$ cat src/rtl/pc_sequencer.sv
// Fetch/execute sequencer for the Hack CPU program counter: imem req/ack fetch, jump decode, halt detection.
// Optional feature: define SINGLE_STEP_EN to add the debug 'step' input and the PAUSE state.
module pc_sequencer #(
    parameter int DATA_SIZE = 16,
    parameter int TIMEOUT   = 15
) (
    input  logic                 clock,
    input  logic                 reset_n,
    input  logic                 run,
`ifdef SINGLE_STEP_EN
    input  logic                 step,
`endif
    input  logic [DATA_SIZE-1:0] pc_value,
    input  logic [DATA_SIZE-1:0] a_reg,
    input  logic                 alu_zr,
    input  logic                 alu_ng,
    output logic                 imem_req,
    input  logic                 imem_ack,
    input  logic [DATA_SIZE-1:0] imem_rdata,
    output logic [DATA_SIZE-1:0] instr,
    output logic                 instr_valid,
    output logic                 pc_load,
    output logic                 pc_inc,
    output logic [DATA_SIZE-1:0] pc_in,
    output logic                 halted,
    output logic                 timeout_err
);

    localparam int TW = (TIMEOUT > 0) ? $clog2(TIMEOUT + 1) : 1;
    localparam logic [TW-1:0] TIMEOUT_VAL = TW'(TIMEOUT);

    typedef enum logic [2:0] {
        S_IDLE,
        S_FETCH,
        S_EXEC,
        S_HALT
`ifdef SINGLE_STEP_EN
        , S_PAUSE
`endif
    } state_t;

    state_t        state;
    logic [TW-1:0] timer;
    logic          is_c_instr;
    logic          take;
    logic          self_loop;

    // Jump condition from the C-instruction jump bits against the ALU flags
    assign is_c_instr = instr[DATA_SIZE-1];
    assign take       = is_c_instr &
                        ((instr[2] & alu_ng) |
                         (instr[1] & alu_zr) |
                         (instr[0] & ~alu_ng & ~alu_zr));
    assign self_loop  = take & (a_reg == pc_value);

    assign imem_req    = (state == S_FETCH);
    assign instr_valid = (state == S_EXEC);
    assign pc_load     = (state == S_EXEC) & take & ~self_loop;
    assign pc_inc      = (state == S_EXEC) & ~take;
    assign pc_in       = a_reg;
    assign halted      = (state == S_HALT);

    always_ff @(posedge clock or negedge reset_n) begin
        if (!reset_n) begin
            state       <= S_IDLE;
            instr       <= '0;
            timer       <= '0;
            timeout_err <= 1'b0;
        end else begin
            case (state)
                S_IDLE: begin
                    timer <= '0;
                    if (run) state <= S_FETCH;
                end
                S_FETCH: begin
                    // An ack arriving on the expiry cycle still completes the fetch
                    if (imem_ack) begin
                        instr <= imem_rdata;
                        timer <= '0;
                        state <= S_EXEC;
                    end else if ((TIMEOUT != 0) && (timer == TIMEOUT_VAL)) begin
                        timeout_err <= 1'b1;
                        state       <= S_HALT;
                    end else begin
                        timer <= timer + TW'(1);
                    end
                end
                S_EXEC: begin
                    timer <= '0;
                    if (self_loop) begin
                        state <= S_HALT;
                    end else begin
`ifdef SINGLE_STEP_EN
                        state <= S_PAUSE;
`else
                        state <= run ? S_FETCH : S_IDLE;
`endif
                    end
                end
`ifdef SINGLE_STEP_EN
                S_PAUSE: begin
                    if (!run)      state <= S_IDLE;
                    else if (step) state <= S_FETCH;
                end
`endif
                S_HALT: begin
                    state <= S_HALT;
                end
                default: begin
                    state <= S_IDLE;
                end
            endcase
        end
    end

endmodule
$ cat config.mk
export PLATFORM = sky130hd
export DESIGN_NAME = pc_sequencer
export DESIGN_NICKNAME = d
export VERILOG_FILES = /design/src/rtl/pc_sequencer.sv
export SDC_FILE = /design/constraint.sdc
export NUM_CORES = 1
export LEC_CHECK = 0
export ABC_AREA = 0
export CAP_MARGIN = 20
export CORE_ASPECT_RATIO = 1.2
export CORE_MARGIN = 2
export CORE_UTILIZATION = 35
export DETAILED_ROUTE_END_ITERATION = 10
export PLACE_DENSITY = 0.88
export SLEW_MARGIN = 20
export SYNTH_ARGS = -nofsm -noshare
export SYNTH_HDL_FRONTEND = slang
export SYNTH_SLANG_ARGS = --single-unit
$ cat constraint.sdc
create_clock -name clock -period 1.6 [get_ports clock]
set_input_delay 0.24 -clock clock [delete_from_list [all_inputs] [get_ports clock]]
set_output_delay 0.24 -clock clock [all_outputs]
set_load 0.01 [all_outputs]
==> results of run 1 <==
==> stage by stage <==
step / instance area [sq um] / total power [mW] / setup WS [ns] / instances
final: 2420 / 3.01 / -0.0132 / 262
after global routing: 2420 / 3.23 / -0.0617 / 262
after CTS: 2320 / 3.05 / -0.202 / 262
after detailed placement: 2270 / 2.69 / -0.627 / 258
after global placement: 2270 / 2.64 / -0.614 / 258
after floorplan: 1330 / 1.76 / 0.116 / 121
==> repair_timing <==
item	4_1_cts	5_1_grt
endpoints found under the setup margin	8	3
setup buffers	0	0
gates resized for setup	23	36
pin swaps	6	14
hold endpoints to repair	0	0
==> Yosys cell counts (all sizes together) (2+ instances only) <==
master	n
mux2	16
xor2	8
buf	20
nand2	5
nand4	2
xnor2	8
o21ai	4
a21oi	3
and2	4
a22oi	2
nor2b	4
nor4	2
nor2	6
dfrtp	23
==> worst paths after layout <==
kind | startpoint | slack, ns | to
min in group clock | timeout_err | 0.48 | timeout_err
max reg2reg | timer[0] | 0.08 | timer[3]
max | a_reg[0] | -0.01 | pc_load
max in group asynchronous | reset_n | 1.05 | instr[2]
min | reset_n | 0.32 | state[0]
min reg2reg | timeout_err | 0.48 | timeout_err
==> critical path, cell delays in order <==
cell and delay, ns:
sky130_fd_sc_hd__dlygate4sd2_1 0.25, sky130_fd_sc_hd__xor2_1 0.19, sky130_fd_sc_hd__nor4_2 0.26, sky130_fd_sc_hd__and4_1 0.24
sky130_fd_sc_hd__nor2_1 0.06, sky130_fd_sc_hd__buf_2 0.13
==> layout make-up <==
type,instances,area (sq um)
timing repair buffer,105,1080
multi-input combinational,77,651
clock inverter,1,5.00
fill,284,1210
clock buffer,3,41.3
tap,52,65.1
inverter,1,3.75
sequential,23,576
==> registers in the layout, indices dropped and copies added, names as in the netlist <==
| register | count |
|---|---|
| timeout_err | 1 |
| instr | 16 |
| timer | 4 |
| state | 2 |
==> layer usage <==
layer / GRT usage, % / wire length (um) / share of wire, % / up-vias
li1: - / - / - / 573
met3: 5.05 / 364 / 9.4 / 15
met2: 32.0 / 2080 / 54 / 79
met4: 9.14 / 176 / 4.5 / 0
met5: 0 / 0 / 0 / -
met1: 19.0 / 1250 / 32 / 575
==> cells by family (layout without fill, tap and decap cells) <==
family / count (synthesis) / after routing / share of synthesized area (%)
buffers and inverters: 21 / 110 / 12.2
adder cells (fa/ha/maj): 1 / 1 / 0.939
flip-flops: 23 / 23 / 43.2
multiplexers: 16 / 16 / 13.5
AND/OR/NAND/NOR: 28 / 28 / 11.5
AO/OA/AOI/OAI: 16 / 16 / 8.07
XOR/XNOR: 16 / 16 / 10.5
==> layout by cell type (no fill, tap or decap), drive strengths merged, types with 2 or more instances in the layout <==
cell,count
clkdlybuf4s50,49
dlymetal6s2s,29
dfrtp,23
mux2,16
buf,15
dlygate4sd2,10
xnor2,8
xor2,8
nor2,6
nand2,5
and2,4
o21ai,4
clkbuf,4
nor2b,4
a21oi,3
nand4,2
a22oi,2
nor4,2
==> where the power goes <==
| part | leakage [nW] | switching (mW) | internal (mW) |
|---|---|---|---|
| Sequential | 0.279 | 0.145 | 0.838 |
| Clock | 0.0255 | 0.192 | 0.174 |
| Combinational | 0.952 | 0.638 | 1.03 |
| Total | 1.26 | 0.974 | 2.04 |
==> reports/summary.txt, run 1 <==
============================================================================
Cell row count                                                            24
Root buffer cell                                                sky130_fd_sc_hd__clkbuf_8
Core area                                                         3630 sq um
Total negative slack                                              -0.0132 ns
Final Hold Vio Count                                                       0
Starting density of the core                                           36.7%
Total length of routed wires                                         3880 um
Total global routing overflow                                              0
Residual DRC count                                                         0
Normalized max-slew margin                                             79.8%
Highest fanout seen on the critical path                                   2
PortBufs                                                                  91
Crit share post-route                                                   101%
Synth warnings                                                             0
Number of nets with antenna violations after routing                       0
Final WS setup                                                    -0.0132 ns
Number of nets at the end of the flow                                    266
Fraction of registers with async set or reset after synthesis           100%
Wirelength per Cell                                                  14.8 um
TritonCTS clock tree                                                   built
Result of the run                                               complete, but fails checks
Cell taking the most area after synthesis                       sky130_fd_sc_hd__dfrtp_1
Synth Cell Area                                                   1330 sq um
Horizontal extent of the die                                         60.3 um
Part of the Yosys area used for sequential elements                    43.2%
Vertical extent of the die                                           71.6 um
Drt first-iter violations                                                 24
Element type at the critical path start                           input port
Leak pwr                                                             1.26 nW
Count of cell types in the netlist                                        33
Maximum number of pins on one net before global-route repair              24
Most area-consuming cells after synthesis                       sky130_fd_sc_hd__dfrtp_1 (43%), sky130_fd_sc_hd__mux2_2 (14%), sky130_fd_sc_hd__buf_4 (9.0%), sky130_fd_sc_hd__xnor2_1 (5.3%), sky130_fd_sc_hd__xor2_1 (5.3%)
Path class of the lowest-slack min-delay path                   input port to asynchronous set/reset pin
Clock H-tree levels                                                        1
Wire length of the first global-routing pass                         5850 um
Violated checks                                                 setup timing
Synth Flop Type                                                 sky130_fd_sc_hd__dfrtp_1
FF+latch count, synth                                                     23
Setup repair after global routing missed its margin                      yes
Type of the worst setup path                                    input port to primary output
Antenna violations before repair                                           0
Post-Synthesis Cells                                                     121
Clock transition at path regs                                        0.08 ns
Data arrival time of the worst path                                  1.37 ns
Post-route clock skew                                             0.00153 ns
Layout cell share with drive strength beyond 1                         23.3%
Drt via density                                                         4.74
Maximum Capacitance Violations                                             0
Avg Cell Area, Syn                                                11.0 sq um
Antenna diode count                                                        0
Clock sink count                                                          23
Post-synth top area share                                              43.2%
Slew at the pin with the worst max-slew slack                       0.303 ns
Count of flip-flops with a built-in enable after synthesis                 0
Via total after detailed routing                                       1,242
Post-synthesis net count                                                 176
WP data required                                                     1.36 ns
Vias in the first global route                                         1,337
Area enclosed by the die boundary                                 4320 sq um
Areal power density over the cells                              1250 nW/um^2
Half-perimeter wire length of the detailed placement result          2730 um
Critical Path Sink Type                                         primary output
CTS Hold Bufs                                                              0
TritonCTS buffer count                                                     3
Pre-antenna DRT Iters                                                      4
Global-route usage over all layers                                     18.1%
Reg2Reg Depth                                                              6
Maximum vdd drop                                                    0.607 mV
Io pins                                                                   92
Final max-slew violation count                                             0
Clock tree buffer depth                                                    2
Worst hold slack                                                    0.317 ns
Highest clock frequency the design can meet                          620 MHz
Worst-skew pair later-pin latency                                    0.27 ns
Time the final worst path needs with I/O delays and setup            1.61 ns
Layout Area Growth over Synthesis                                      81.6%
Final setup fails                                                          1
Fin util                                                               66.6%
Routability congestion estimate                                        0.721
============================================================================
Power figures use the tool's default switching activity.
==> run 2: changes to the inputs <==
--- a/config.mk
+++ b/config.mk
@@ -12,6 +12,7 @@
 export CORE_UTILIZATION = 35
 export DETAILED_ROUTE_END_ITERATION = 10
 export PLACE_DENSITY = 0.88
+export SKIP_LAST_GASP = 1
 export SLEW_MARGIN = 20
 export SYNTH_ARGS = -nofsm -noshare
 export SYNTH_HDL_FRONTEND = slang
==> run 2 against run 1 <==
  * The flow now finishes without violations
  * Sequential cell count unchanged
  * First-iteration DRC count decreased by 8.3%
  * Clock power about the same
  * Largest cell class unchanged
  * Highest routed layer unchanged
==> reports/summary.txt, run 2 (synthesized netlist as in run 1, its figures left out) <==
===========================================================================
Area enclosed by the die boundary                                4320 sq um   unchanged
Result of the run                                              finished, final reports clean
Crit share post-route                                                 99.6%   -1.3 points
Antenna diode count                                                       0   unchanged
Slew at the pin with the worst max-slew slack                      0.296 ns   -0.00731 ns
Clock H-tree levels                                                       1   unchanged
Highest fanout seen on the critical path                                  3   +1
Final design instance area without fill                          2440 sq um   +0.72%
Horizontal extent of the die                                        60.3 um   unchanged
Data arrival time of the worst path                                 1.35 ns   -0.02 ns
Vertical extent of the die                                          71.6 um   unchanged
Normalized max-slew margin                                            80.3%   +0.49 points
Number of nets with antenna violations after routing                      0   unchanged
Clock tree buffer depth                                                   2   unchanged
TritonCTS buffer count                                                    3   unchanged
Io pins                                                                  92   unchanged
Time the final worst path needs with I/O delays and setup           1.59 ns   -0.0202 ns
Wire length of the first global-routing pass                        5840 um   -0.24%
Post-placement cell area                                         2270 sq um   unchanged
Areal power density over the cells                             1240 nW/um^2   -0.79%
Most common cell after layout, fill and taps aside             sky130_fd_sc_hd__clkdlybuf4s50_1
Wirelength per Cell                                                 14.0 um   -5.2%
Highest clock frequency the design can meet                         628 MHz   +1.3%
Total global routing overflow                                             0   unchanged
Final WS setup                                                   0.00699 ns   +0.0202 ns
Layout cell share with drive strength beyond 1                        23.8%   +0.48 points
DP Worst Slack                                                    -0.627 ns   unchanged
WP data required                                                    1.36 ns   about the same
Maximum Capacitance Violations                                            0   unchanged
Pre-antenna DRT Iters                                                     4   unchanged
Share of total power consumed by net switching                        32.2%   -0.12 points
Fin util                                                              67.1%   +0.48 points
Starting density of the core                                          36.7%   unchanged
Root buffer cell                                               sky130_fd_sc_hd__clkbuf_8
Residual DRC count                                                        0   unchanged
Half-perimeter wire length of the detailed placement result         2730 um   unchanged
Setup repair after global routing missed its margin                     yes
Top reg by flops                                                      instr
Cell row count                                                           24   unchanged
Path class of the lowest-slack min-delay path                  input port to asynchronous set/reset pin
Internal power consumption                                          2.04 mW   +0.11%
Commonest cells after routing, fill and taps aside             sky130_fd_sc_hd__clkdlybuf4s50_1 (49), sky130_fd_sc_hd__dlymetal6s2s_1 (32), sky130_fd_sc_hd__dfrtp_1 (23)
Final max-slew violation count                                            0   unchanged
Registers with the highest flip-flop counts                    instr (16), timer (4), state (2)
Maximum number of pins on one net before global-route repair             24   unchanged
Multi-input combinational cell area                               658 sq um   +1.2%
TritonCTS clock tree                                                  built
Critical Path Sink Type                                        primary output
Via total after detailed routing                                      1,228   -1.1%
Clk pwr share                                                         12.1%   about the same
Setup Buffers After CTS                                                   0   unchanged
Routability congestion estimate                                       0.721   unchanged
Vias in the first global route                                        1,350   +0.97%
Type of the worst setup path                                   flip-flop to primary output
Global-route usage over all layers                                    18.1%   -0.037 points
Number of nets at the end of the flow                                   266   unchanged
PortBufs                                                                 91   unchanged
Worst-skew pair later-pin latency                                   0.27 ns   about the same
Drt via density                                                        4.69   -1.1%
Number of filler cells placed in the layout                             268   -5.6%
Final Hold Vio Count                                                      0   unchanged
Layout Area Growth over Synthesis                                     82.9%
Flip-flop count of the largest register after layout                     16   unchanged
Drt first-iter violations                                                22   -8.3%
Antenna violations before repair                                          0   unchanged
Total length of routed wires                                        3680 um   -5.2%
Area of all sequential standard cells                             576 sq um   unchanged
Element type at the critical path start                           flip-flop
Share of total power in sequential cells                              32.6%   about the same
Maximum vdd drop                                                   0.620 mV   +2.1%
Leak pwr                                                            1.28 nW   +2.0%
Net switching power                                                  970 uW   -0.46%
Post-route clock skew                                            0.00170 ns   +0.000170 ns
Core area                                                        3630 sq um   unchanged
Clock sink count                                                         23   unchanged
Clock transition at path regs                                       0.08 ns   about the same
CTS Hold Bufs                                                             0   unchanged
Final setup fails                                                         0   -1
Logic gate share of total power                                       55.2%   about the same
===========================================================================
## run 2: power groups by stage
stage	Combinational (mW)	Sequential, mW	Clock, mW
6_report	1.66	0.983	0.366
5_1_grt	1.81	1.03	0.397
4_1_cts	1.68	0.987	0.381
3_5_place_dp	1.70	0.992	0
3_3_place_gp	1.67	0.975	0
2_1_floorplan	0.667	1.09	0
## run 2: path summary, 6_finish.rpt
path | start | to | slack (ns) | depth (start not counted)
min | reset_n | state[0] | 0.31 | 2
max in group asynchronous | reset_n | timer[1] | 1.05 | 2
min reg2reg | timeout_err | timeout_err | 0.48 | 1
max | instr[2] | pc_load | 0.007 | 5
min in group clock | timeout_err | timeout_err | 0.48 | 1
max reg2reg | timer[0] | timer[3] | 0.08 | 6
## run 2: area by class of cell
type / count / share of cell area (%)
repair buffers: 105 / 44.7
multi-input cells: 77 / 27.0
flip-flops and latches: 23 / 23.6
well taps: 52 / 2.67
clock buffers: 3 / 1.69
clock inverters: 1 / 0.205
inverters: 1 / 0.154
## run 2: through the flow
stage	power (mW)	setup TNS (ns)	hold slack (ns)	std cells
finish	3.01	0	0.313	262
global route	3.23	-0.0692	0.361	262
CTS	3.05	-0.226	0.327	262
detailed placement	2.69	-1.39	0.471	258
global placement	2.64	-1.28	0.473	258
floorplan	1.76	0	-0.0556	121
## run 2: routing by layer
layer	vias to the layer above	routed length [um]	global-route usage (%)
met5	-	0	0
met4	0	127	9.14
met3	11	356	5.05
met2	72	1980	32.6
met1	571	1210	18.3
li1	574	-	-
## run 2: repair_timing
item	CTS	global route
setup endpoints to repair	8	3
resized for setup	20	39
pin swaps	4	15
## run 2: critical path, stage by stage, from the launching register on
cell and delay (ns):
sky130_fd_sc_hd__dfrtp_1 0.40, sky130_fd_sc_hd__a22oi_2 0.17, sky130_fd_sc_hd__a21boi_2 0.09, sky130_fd_sc_hd__and4_1 0.17
sky130_fd_sc_hd__nor2_1 0.11, sky130_fd_sc_hd__buf_2 0.15
